### config.mk
export PLATFORM = sky130hd
export DESIGN_NAME = n64_poll_transmitter
export DESIGN_NICKNAME = d
export VERILOG_FILES = /design/src/rtl/n64_poll_transmitter.sv
export SDC_FILE = /design/constraint.sdc
export NUM_CORES = 1
export LEC_CHECK = 0
export BUFFER_PORTS_ARGS = -buffer_cell sky130_fd_sc_hd__buf_2
export CORE_ASPECT_RATIO = 1.75
export CORE_MARGIN = 5
export CORE_UTILIZATION = 58
export CTS_CLUSTER_SIZE = 12
export DETAILED_ROUTE_END_ITERATION = 8
export HOLD_SLACK_MARGIN = 0.06
export PLACE_DENSITY = 0.81
export SYNTH_ARGS = -nofsm -noshare
export SYNTH_HDL_FRONTEND = slang
export SYNTH_SLANG_ARGS = --single-unit
### constraint.sdc
create_clock -name clk -period 2.5 [get_ports clk]
set_input_delay 0.25 -clock clk [delete_from_list [all_inputs] [get_ports clk]]
set_output_delay 0.25 -clock clk [all_outputs]
set_load 0.02 [all_outputs]
### src/rtl/n64_poll_transmitter.sv
// n64_poll_transmitter
//   Sends one console command byte plus a stop bit onto the open-drain N64
//   controller bus. The block never drives the line high. It only requests a
//   pull-low; the pad and tristate sit outside this module. Bits go out MSB
//   first, each in a 4 us cell:
//     '0' = 3 us low, then 1 us released
//     '1' = 1 us low, then 3 us released
//     stop = 1 us low, then released
//   A frame occupies 33 us. The `done` pulse marks the moment the line is
//   released, and it arms the downstream reader.
//
// Parameters
//   CLK_PER_US   clock cycles per microsecond (2..1365)
//   POLL_PERIOD  autopoll interval in cycles (only with N64_TX_AUTOPOLL_EN)
//
// Ports
//   clk        system clock, rising edge
//   reset      asynchronous active-high reset
//   start      frame request, sampled only while idle
//   cmd[7:0]   command byte, captured when start is accepted
//   drive_low  1 = pull bus low, 0 = release
//   busy       high from the cycle after acceptance until done
//   done       one-cycle pulse at end of frame
//
// Build option
//   N64_TX_AUTOPOLL_EN  when defined, a free-running period counter issues a
//                       poll (cmd 0x01) every POLL_PERIOD cycles. External
//                       start takes priority over a pending poll.
module n64_poll_transmitter #(
  parameter int unsigned CLK_PER_US  = 100
`ifdef N64_TX_AUTOPOLL_EN
  , parameter int unsigned POLL_PERIOD = 1666667
`endif
) (
  input  logic       clk,
  input  logic       reset,
  input  logic       start,
  input  logic [7:0] cmd,
  output logic       drive_low,
  output logic       busy,
  output logic       done
);

  typedef enum logic [1:0] {
    IDLE,
    BIT_LOW,
    BIT_HIGH,
    STOP_LOW
  } state_t;

  // Phase reload values: a phase of N cycles loads N-1 and expires at 0.
  localparam logic [11:0] LEN1 = 12'(CLK_PER_US - 1);
  localparam logic [11:0] LEN3 = 12'(3 * CLK_PER_US - 1);

  state_t      state_q,     state_d;
  logic [2:0]  bit_q,       bit_d;
  logic [7:0]  shift_q,     shift_d;
  logic [11:0] phase_q,     phase_d;
  logic        drive_low_q, drive_low_d;
  logic        busy_q,      busy_d;
  logic        done_q,      done_d;

  logic        launch;
  logic [7:0]  launch_cmd;
  logic        phase_end;

`ifdef N64_TX_AUTOPOLL_EN
  localparam logic [20:0] PERIOD_LAST = 21'(POLL_PERIOD - 1);

  logic [20:0] period_q, period_d;
  logic        pending_q, pending_d;
  logic        poll_tick;

  always_comb begin
    poll_tick = (period_q == PERIOD_LAST);
    period_d  = poll_tick ? '0 : period_q + 21'd1;
  end

  always_ff @(posedge clk or posedge reset) begin
    if (reset) begin
      period_q  <= '0;
      pending_q <= 1'b0;
    end else begin
      period_q  <= period_d;
      pending_q <= pending_d;
    end
  end
`endif

  assign phase_end = (phase_q == '0);

  always_comb begin
    state_d    = state_q;
    bit_d      = bit_q;
    shift_d    = shift_q;
    phase_d    = phase_q;
    done_d     = 1'b0;
    launch     = 1'b0;
    launch_cmd = cmd;
`ifdef N64_TX_AUTOPOLL_EN
    // Ticks arriving while a request is already pending or a frame is in
    // flight merge into the single pending flag.
    pending_d  = pending_q | poll_tick;
`endif

    if (state_q == IDLE) begin
      if (start) begin
        launch     = 1'b1;
        launch_cmd = cmd;
`ifdef N64_TX_AUTOPOLL_EN
        pending_d  = 1'b0;
`endif
      end
`ifdef N64_TX_AUTOPOLL_EN
      else if (pending_q) begin
        launch     = 1'b1;
        launch_cmd = 8'h01;
        pending_d  = 1'b0;
      end
`endif
    end

    case (state_q)
      IDLE: begin
        if (launch) begin
          shift_d = launch_cmd;
          bit_d   = 3'd7;
          phase_d = launch_cmd[7] ? LEN1 : LEN3;
          state_d = BIT_LOW;
        end
      end
      BIT_LOW: begin
        if (phase_end) begin
          phase_d = shift_q[7] ? LEN3 : LEN1;
          state_d = BIT_HIGH;
        end else begin
          phase_d = phase_q - 12'd1;
        end
      end
      BIT_HIGH: begin
        if (phase_end) begin
          if (bit_q == '0) begin
            phase_d = LEN1;
            state_d = STOP_LOW;
          end else begin
            // The next bit sits in shift_q[6] until the shift lands, so its
            // low length is chosen from there.
            bit_d   = bit_q - 3'd1;
            shift_d = {shift_q[6:0], 1'b0};
            phase_d = shift_q[6] ? LEN1 : LEN3;
            state_d = BIT_LOW;
          end
        end else begin
          phase_d = phase_q - 12'd1;
        end
      end
      STOP_LOW: begin
        if (phase_end) begin
          phase_d = '0;
          done_d  = 1'b1;
          state_d = IDLE;
        end else begin
          phase_d = phase_q - 12'd1;
        end
      end
      default: begin
        phase_d = '0;
        state_d = IDLE;
      end
    endcase

    // Outputs are registered from the next state, so they change cleanly on
    // the same edge as the state itself.
    drive_low_d = (state_d == BIT_LOW) || (state_d == STOP_LOW);
    busy_d      = (state_d != IDLE);
  end

  always_ff @(posedge clk or posedge reset) begin
    if (reset) begin
      state_q     <= IDLE;
      bit_q       <= '0;
      shift_q     <= '0;
      phase_q     <= '0;
      drive_low_q <= 1'b0;
      busy_q      <= 1'b0;
      done_q      <= 1'b0;
    end else begin
      state_q     <= state_d;
      bit_q       <= bit_d;
      shift_q     <= shift_d;
      phase_q     <= phase_d;
      drive_low_q <= drive_low_d;
      busy_q      <= busy_d;
      done_q      <= done_d;
    end
  end

  assign drive_low = drive_low_q;
  assign busy      = busy_q;
  assign done      = done_q;

endmodule
== Yosys cells after proc, flatten, opt, wreduce, memory -nomap -nowiden ==
Cells that the tools add are included.
Operators by class
  equality and inequality tests: 8
  reductions and logical operators: 7
  $add $sub $neg: 2
  multiplexer cells: 27
Operator list (number)
  two-way mux 12 bit: 4
  case mux 12 bit (4 select lines): 1
  two-way mux 9 bit: 4
  two-way mux 8 bit: 3
  case mux 8 bit (2 select lines): 1
  logical NOT 12 bit: 1
  subtractor 12 x 1 -> 12 bit (second input constant): 1
  two-way mux 2 bit: 5
  two-way mux 3 bit: 3
  case mux 2 bit (4 select lines): 1
  == test 2 bit (second input constant): 3
  inequality test 2 bit (second input constant): 3
  case mux 3 bit (2 select lines): 1
  == test 2 x 1 -> 1 bit (second input constant): 2
  two-way mux 1 bit: 4
  AND reduction 4 bit: 1
  nonzero test 2 bit: 2
  logical NOT 3 bit: 1
  subtractor 3 x 1 -> 3 bit (second input constant): 1
  logical NOT 2 bit: 1
  logical OR 1 bit: 1
Storage, ports and cells
  bits of input ports: 11
  output and inout port bits: 3
  register bits: 28
  logic and storage cells: 51

== Longest topological paths before layout ==
Gate-level depths: netlist of run 1.
  depth in word-level cells: 6
  depth in mapped cells: 8
  depth with buffers taken out: 7

== Worst setup path after synthesis of run 1 ==
Ideal clock, no wire load.
  path kind: register -> register
  start: register phase_q[4]
  end: register phase_q[11]
  setup slack: 464 ps
  stages on the path, launching flop included: 8
  setup time: 138 ps
  required time: 2362 ps
  path buffers: 2
  arrival time: 1898 ps
  clock period less this slack: 2036 ps
  path through: dfrtp_1 or4_1 buf_2 o41a_1 buf_2 o31a_1 o21ai_1 o31ai_1
On the way
  cells in the longest elaborated chain, start to end: 3
  elaborated cells between the ends (all ways): 6
  those cells by class: add/sub (1); mux (4); reduce/logical (1)
Ends and longest elaborated chain
  start: declaration: line 58  | logic [11:0] phase_q, phase_d;
  start signal: assignment: line 191  | phase_q <= phase_d;
  subtractor 12 x 1 -> 12 bit / logical NOT 12 bit (equally long branches)
  two-way mux 12 bit (on tied branches): line 158, 133, 141
  case mux 12 bit (4 select lines) (*): line 123  | case (state_q)
Mark *: on every way between the ends. The rest lies on a longest branch, timed or not.
A chain may end at the register's enable or synchronous reset.

== Final worst setup path of run 1 ==
Same ends and word-level chain as after synthesis.

==> metrics.md, run 1 <==
| Metric | Value |
|---|---|
| Max Freq | 0.4400 GHz |
| CP top delay family | compound AO/OA/AOI/OAI gates |
| Worst rel slew slack | 60.88% |
| Max VDD drop | 0.5984 mV |
| Die height | 78.86 um |
| Initial antenna violation count | 0 |
| Syn avg cell area | 9.467 sq um |
| Critical Path RT | 2.65 ns |
| Cell Area, Synth | 1572 sq um |
| Total power | 1.755 mW |
| Post-CTS setup buffer count | 0 |
| Layout cells sized above 1 | 16.85% |
| Antenna Cells | 0 |
| Synthesis warning total | 0 |
| PostCTS Resize Cnt | 0 |
| CTS buffer count | 3 |
| Sequential area share after synthesis | 44.59% |
| Cell Pwr Density | 1010 nW/um^2 |
| Clock sink count | 28 |
| Worst setup path category | flip-flop to flip-flop |
| Mapped Nets | 181 |
| Post-route setup TNS | 0 ns |
| RePlAce Congestion | 0.8878 |
| Clock-pin slew on the worst setup and hold paths | 0.10 ns |
| Die W | 49.35 um |
| Final setup viols | 0 |
| Worst Hold Launch | cmd[0] |
| Starting DRT DRC Count | 33 |
| Nets | 194 |
| Routed Antenna Nets | 0 |
| I/O pins | 14 |
| Leak pwr | 0.7747 nW |
| Total wire length | 3330 um |
| Buffer depth of the longest clock path | 2 |
| DRC | 0 |
| Hold Crit Class | primary input to flip-flop |
| Max-Cap Viols | 0 |
| Avg WL per Cell | 16.24 um |
| First-pass GRT wire length | 5727 um |
| Number of enable flip-flop cells after synthesis | 0 |
| Buf/Inv on CP | 0 |
| Reg2reg end | phase_q[11] |
| Distinct cells, synth | 49 |
| Worst Setup SP | phase_q[4] |
| Dpl ws | 0.2475 ns |
| CTS tree | yes |
| Hold Violations, Final | 0 |
| Total track usage | 18.37% |
| Row cnt | 25 |
| Die footprint | 3892 sq um |
| Clk root buf | clkbuf_8 |
| Hpwl dp | 2426 um |
| Number of vias per cell | 6.361 |
| Largest area contributor in the netlist | dfrtp_1 |
| Reg-to-reg slack, setup | 0.23 ns |
| RSZ-0062 raised after global routing | false |
| Post-Syn Instances | 166 |
| #FFs+latches synth | 28 |
| Crit path arrival time | 2.42 ns |
| Worst skew pair latency | 0.28 ns |
| GRT Residual Overflow | 0 |
| H-tree depth | 1 |
| Clk_skew | 0.005117 ns |
| Initial core utilization | 59.11% |
| Cells on worst reg2reg path | 5 |
| Slowest-stage cell, CP | or4_1 |
| CP Cell Sequence | or4_1 > o41a_1 > o31a_1 > o21ai_1 > o31ai_1 |
| Port Buffers | 13 |
| Largest net degree at the start of global routing | 29 |
| Share of the synthesized area in the top cell type | 44.59% |
| Max FO, Critical Path | 9 |
| Fin. max-slew vios | 0 |
| Worst-margin pin slew | 0.5804 ns |
| Ys flop type | dfrtp_1 |
| Cells on Worst Hold Path | 2 |
| Worst setup SP type | flip-flop |
| Asr flop ratio synth | 100.0% |
| Synth top area cells | dfrtp_1, o21ai_0, mux2i_1, ha_1, nor2_1 |
| CP max stage delay | 0.71 ns |
| Area Growth Syn to Fin | 10.59% |
| CP Capture Type | flip-flop |
| Core area | 2659 sq um |
| Hold path endpoint | shift_q[0] |
| Fin crit share | 90.91% |
| Vias in the first global route | 1316 |
| 1st-pass router iterations | 4 |
| Final min period | 2.273 ns |
| Vias | 1304 |
| Reg-to-reg startpoint | phase_q[4] |
| Status | completed |
| PnR worst setup slack | 0.2271 ns |
## cell families (layout without fill, tap and decap cells)
group,Yosys count,after routing,synth area share (%)
compound gates,56,56,23.57
simple gates,49,49,17.52
flops,28,28,44.59
buf+inv,19,31,4.936
mux,8,8,5.096
fa+ha+maj,4,4,3.185
xor+xnor,2,2,1.115
## worst max-delay path by stage
stage | endpoint | slack (ns) | cells past startpoint
final | phase_q[11] | 0.23 | 5
after global routing | phase_q[10] | 0.09 | 5
after CTS | phase_q[11] | 0.23 | 5
after detailed placement | phase_q[11] | 0.25 | 5
after global placement | phase_q[11] | 0.32 | 5
after floorplan | phase_q[11] | 0.46 | 7
## area by class of cell
class                      instances  area [sq um]
clock inverter                     1         30.03
sequential                        28         700.7
inverter                           9         33.78
multi-input combinational        119         793.3
fill                             209         920.9
tap                               27         33.78
clock buffer                       3         41.29
timing repair buffer              18         105.1
## cell usage after synthesis (all sizes together), types with 4 or more instances
cell    count
a31oi       6
dfrtp      28
nor2       12
inv         8
nor3        5
mux2i       8
nand2      11
a21oi       4
buf         4
clkbuf      6
ha          4
nor4        4
o21ai      25
## flip-flops by register name, indices dropped and copies added, names as in the netlist
| register | flops |
|---|---|
| bit_q | 3 |
| busy | 1 |
| done | 1 |
| drive_low | 1 |
| phase_q | 12 |
| shift_q | 8 |
| state_q | 2 |
## worst register-to-register path, stage by stage, from the launching register on
cell     delay (ns)
dfrtp_1        0.44
or4_1          0.71
o41a_1         0.60
o31a_1         0.16
o21ai_1        0.14
o31ai_1        0.10
## layout by cell type, fill, tap and decap left out, drive strengths merged, types with 2 or more instances in the layout
cell    netlist  routed
a211oi        3       3
a21boi        2       2
a21oi         4       4
a31oi         6       6
and3          2       2
buf           4      17
clkbuf        6       3
dfrtp        28      28
ha            4       4
inv           8       8
mux2i         8       8
nand2        11      11
nand2b        3       3
nor2         12      12
nor3          5       5
nor4          4       4
o21ai        25      25
o22ai         2       2
o31a          2       2
o31ai         2       2
or3           2       2
or3b          2       2
## report_power, final
part           internal [mW]  leakage (nW)  switching [mW]
Combinational          0.273         0.406           0.327
Sequential             0.617         0.333           0.177
Clock                  0.215        0.0357           0.146
## metal layers
layer,track usage [%],vias up,routed length (um)
li1,-,629,-
met1,20.73,632,1375
met2,33.59,36,1791
met3,1.689,7,109
met4,8.625,0,53
met5,0,-,0
## stage by stage
step / util [%] / hold slack (ns) / cells / instance area (sq um)
floorplan: - / 0.3154 / 166 / 1572
CTS: 65.36 / 0.2296 / 205 / 1738
global placement: 62.31 / 0.3227 / 200 / 1657
finish: 65.36 / 0.2255 / 205 / 1738
detailed placement: 62.31 / 0.3325 / 200 / 1657
global route: 65.36 / 0.2495 / 205 / 1738
## timing repair
| item | in CTS | in global routing |
|---|---|---|
| hold buffers | 1 | 0 |
| endpoints found under the hold margin | 28 | 0 |
| endpoints found under the setup margin | 0 | 0 |
No activity file was read; power rests on OpenSTA's default activity.
==> run 2: changes to the inputs <==
--- a/config.mk
+++ b/config.mk
@@ -13,6 +13,8 @@
 export DETAILED_ROUTE_END_ITERATION = 8
 export HOLD_SLACK_MARGIN = 0.06
 export PLACE_DENSITY = 0.81
+export RECOVER_POWER = 100
+export SETUP_SLACK_MARGIN = 0.05
 export SYNTH_ARGS = -nofsm -noshare
 export SYNTH_HDL_FRONTEND = slang
 export SYNTH_SLANG_ARGS = --single-unit
==> metrics.md, run 2 (synthesis results as in run 1) <==
| Metric | Value |
|---|---|
| Most common cell after layout, fill and taps aside | dfrtp_1 (unchanged) |
| Crit path arrival time | 2.45 ns (was 2.42 ns) |
| Leak pwr | 0.7667 nW (was 0.7747 nW) |
| Worst Setup SP | phase_q[4] (unchanged) |
| Vias | 1295 (was 1304) |
| Cell Pwr Density | 1013 nW/um^2 (was 1010 nW/um^2) |
| Total wire length | 3335 um (was 3330 um) |
| Total track usage | 18.37% (unchanged) |
| Max FO, Critical Path | 10 (was 9) |
| Routed Antenna Nets | 0 (unchanged) |
| 1st-pass router iterations | 4 (unchanged) |
| Regs by FF count | phase_q (12), shift_q (8), bit_q (3) (unchanged) |
| Reg2reg end | shift_q[0] (was phase_q[11]) |
| PostCTS Resize Cnt | 0 (unchanged) |
| Status | finished with violations (was completed) |
| Critical Path RT | 2.67 ns (was 2.65 ns) |
| Avg WL per Cell | 16.27 um (was 16.24 um) |
| Starting DRT DRC Count | 30 (was 33) |
| Reg-to-reg startpoint | phase_q[4] (unchanged) |
| Hold Crit Class | primary input to flip-flop (unchanged) |
| Worst skew pair latency | 0.27 ns (was 0.28 ns) |
| Reg-to-reg slack, setup | 0.22 ns (was 0.23 ns) |
| Hold Violations, Final | 0 (unchanged) |
| Max VDD drop | 0.5920 mV (was 0.5984 mV) |
| RePlAce Congestion | 0.8878 (unchanged) |
| GRT Residual Overflow | 0 (unchanged) |
| Number of vias per cell | 6.317 (was 6.361) |
| Core area | 2659 sq um (unchanged) |
| Port Buffers | 13 (unchanged) |
| Crit path to | shift_q[0] (was phase_q[11]) |
| Vias in the first global route | 1316 (unchanged) |
| Post-CTS setup buffer count | 0 (unchanged) |
| Worst rel slew slack | -1.957% (was 60.88%) |
| Worst setup SP type | flip-flop (unchanged) |
| I/O pins | 14 (unchanged) |
| CTS tree | yes (unchanged) |
| Hold_buf cts | 1 (unchanged) |
| CP Capture Type | flip-flop (unchanged) |
| Post-route setup TNS | 0 ns (unchanged) |
| Initial core utilization | 59.11% (unchanged) |
| Cells on worst reg2reg path | 5 (unchanged) |
| Max reg flops | 12 (unchanged) |
| Final min period | 2.277 ns (was 2.273 ns) |
| DRC | 0 (unchanged) |
| PnR worst setup slack | 0.2234 ns (was 0.2271 ns) |
| Worst-margin pin slew | 1.529 ns (was 0.5804 ns) |
| Area Growth Syn to Fin | 9.793% (was 10.59%) |
| First-pass GRT wire length | 5727 um (unchanged) |
| CTS buffer count | 3 (unchanged) |
| Highest-count cells in the layout ignoring fill and taps | dfrtp_1, o21ai_0, nor2_1 (was dfrtp_1, o21ai_0, buf_2) |
| Largest net degree at the start of global routing | 29 (unchanged) |
| Clk_skew | 0.003267 ns (was 0.005117 ns) |
| H-tree depth | 1 (unchanged) |
| Die footprint | 3892 sq um (unchanged) |
| Max-Cap Viols | 1 (was 0) |
| Worst setup path category | flip-flop to flip-flop (unchanged) |
| Register Area | 700.7 sq um (unchanged) |
| Failing checks | max-capacitance violations, max-slew violations |
| Antenna Cells | 0 (unchanged) |
| Die W | 49.35 um (unchanged) |
| Clock-pin slew on the worst setup and hold paths | 0.09 ns (was 0.10 ns) |
| Clk root buf | clkbuf_8 (unchanged) |
| Max Freq | 0.4393 GHz (was 0.4400 GHz) |
| Initial antenna violation count | 0 (unchanged) |
| Biggest register | phase_q (unchanged) |
| Fin. max-slew vios | 29 (was 0) |
| Clock sink count | 28 (unchanged) |
| Fin crit share | 91.06% (was 90.91%) |
| Row cnt | 25 (unchanged) |
| Die height | 78.86 um (unchanged) |
| Area of the multi-input gates | 788.3 sq um (was 793.3 sq um) |
| Final setup viols | 0 (unchanged) |
| Nets | 194 (unchanged) |
| RSZ-0062 raised after global routing | false (unchanged) |
| Dpl ws | 0.2475 ns (unchanged) |
| Hpwl dp | 2426 um (unchanged) |
| Fill cells | 213 (was 209) |
| Layout cells sized above 1 | 14.04% (was 16.85%) |
| Buffer depth of the longest clock path | 2 (unchanged) |
run 2: stage by stage:
stage / total power [mW] / hold WS [ns] / utilization, % / std cells / instance area (sq um)
3_5_place_dp: 1.389 / 0.3325 / 62.31 / 200 / 1657
3_3_place_gp: 1.352 / 0.3227 / 62.31 / 200 / 1657
2_1_floorplan: 1.240 / 0.3154 / - / 166 / 1572
6_report: 1.748 / 0.2269 / 64.89 / 205 / 1725
5_1_grt: 1.868 / 0.2495 / 64.89 / 205 / 1725
4_1_cts: 1.750 / 0.2296 / 65.36 / 205 / 1738
run 2: worst min path at each step:
stage / start / endpoint / slack [ns] / cells after the start
2_1_floorplan: reset / bit_q[0] / 0.32 / 1
3_3_place_gp: reset / state_q[0] / 0.32 / 3
3_5_place_dp: reset / state_q[0] / 0.33 / 3
4_1_cts: cmd[0] / shift_q[0] / 0.23 / 2
5_1_grt: cmd[0] / shift_q[0] / 0.25 / 2
6_report: cmd[0] / shift_q[0] / 0.23 / 2
run 2: report_power, final:
group          leakage, nW  switching [mW]  internal [mW]  total, mW
clock               0.0357           0.142          0.214      0.357
sequential           0.333           0.178          0.617      0.795
combinational        0.398           0.325          0.271      0.596
run 2: metal layers:
metal  share of wire [%]  up-vias  global-route usage, %
met5                   0        -                      0
met4                 1.9        0                  8.625
met3                 2.9        8                  1.689
met2                  54       32                  33.59
met1                  41      627                  20.73
li1                    -      628                      -
run 2: area by class of cell:
type	instances	area share (%)
clock buffers	3	2.393
clock inverters	1	1.740
inverters	9	1.958
flip-flops and latches	28	40.61
multi-input cells	119	45.69
repair buffers	18	5.656
well taps	27	1.958
run 2: critical path, cell delays in order, from the launching register on:
cell and delay (ns):
dfrtp_1 0.44, or4_1 0.71, nor4_4 0.34, and3_1 0.29, o21ai_2 0.16, a32o_1 0.23
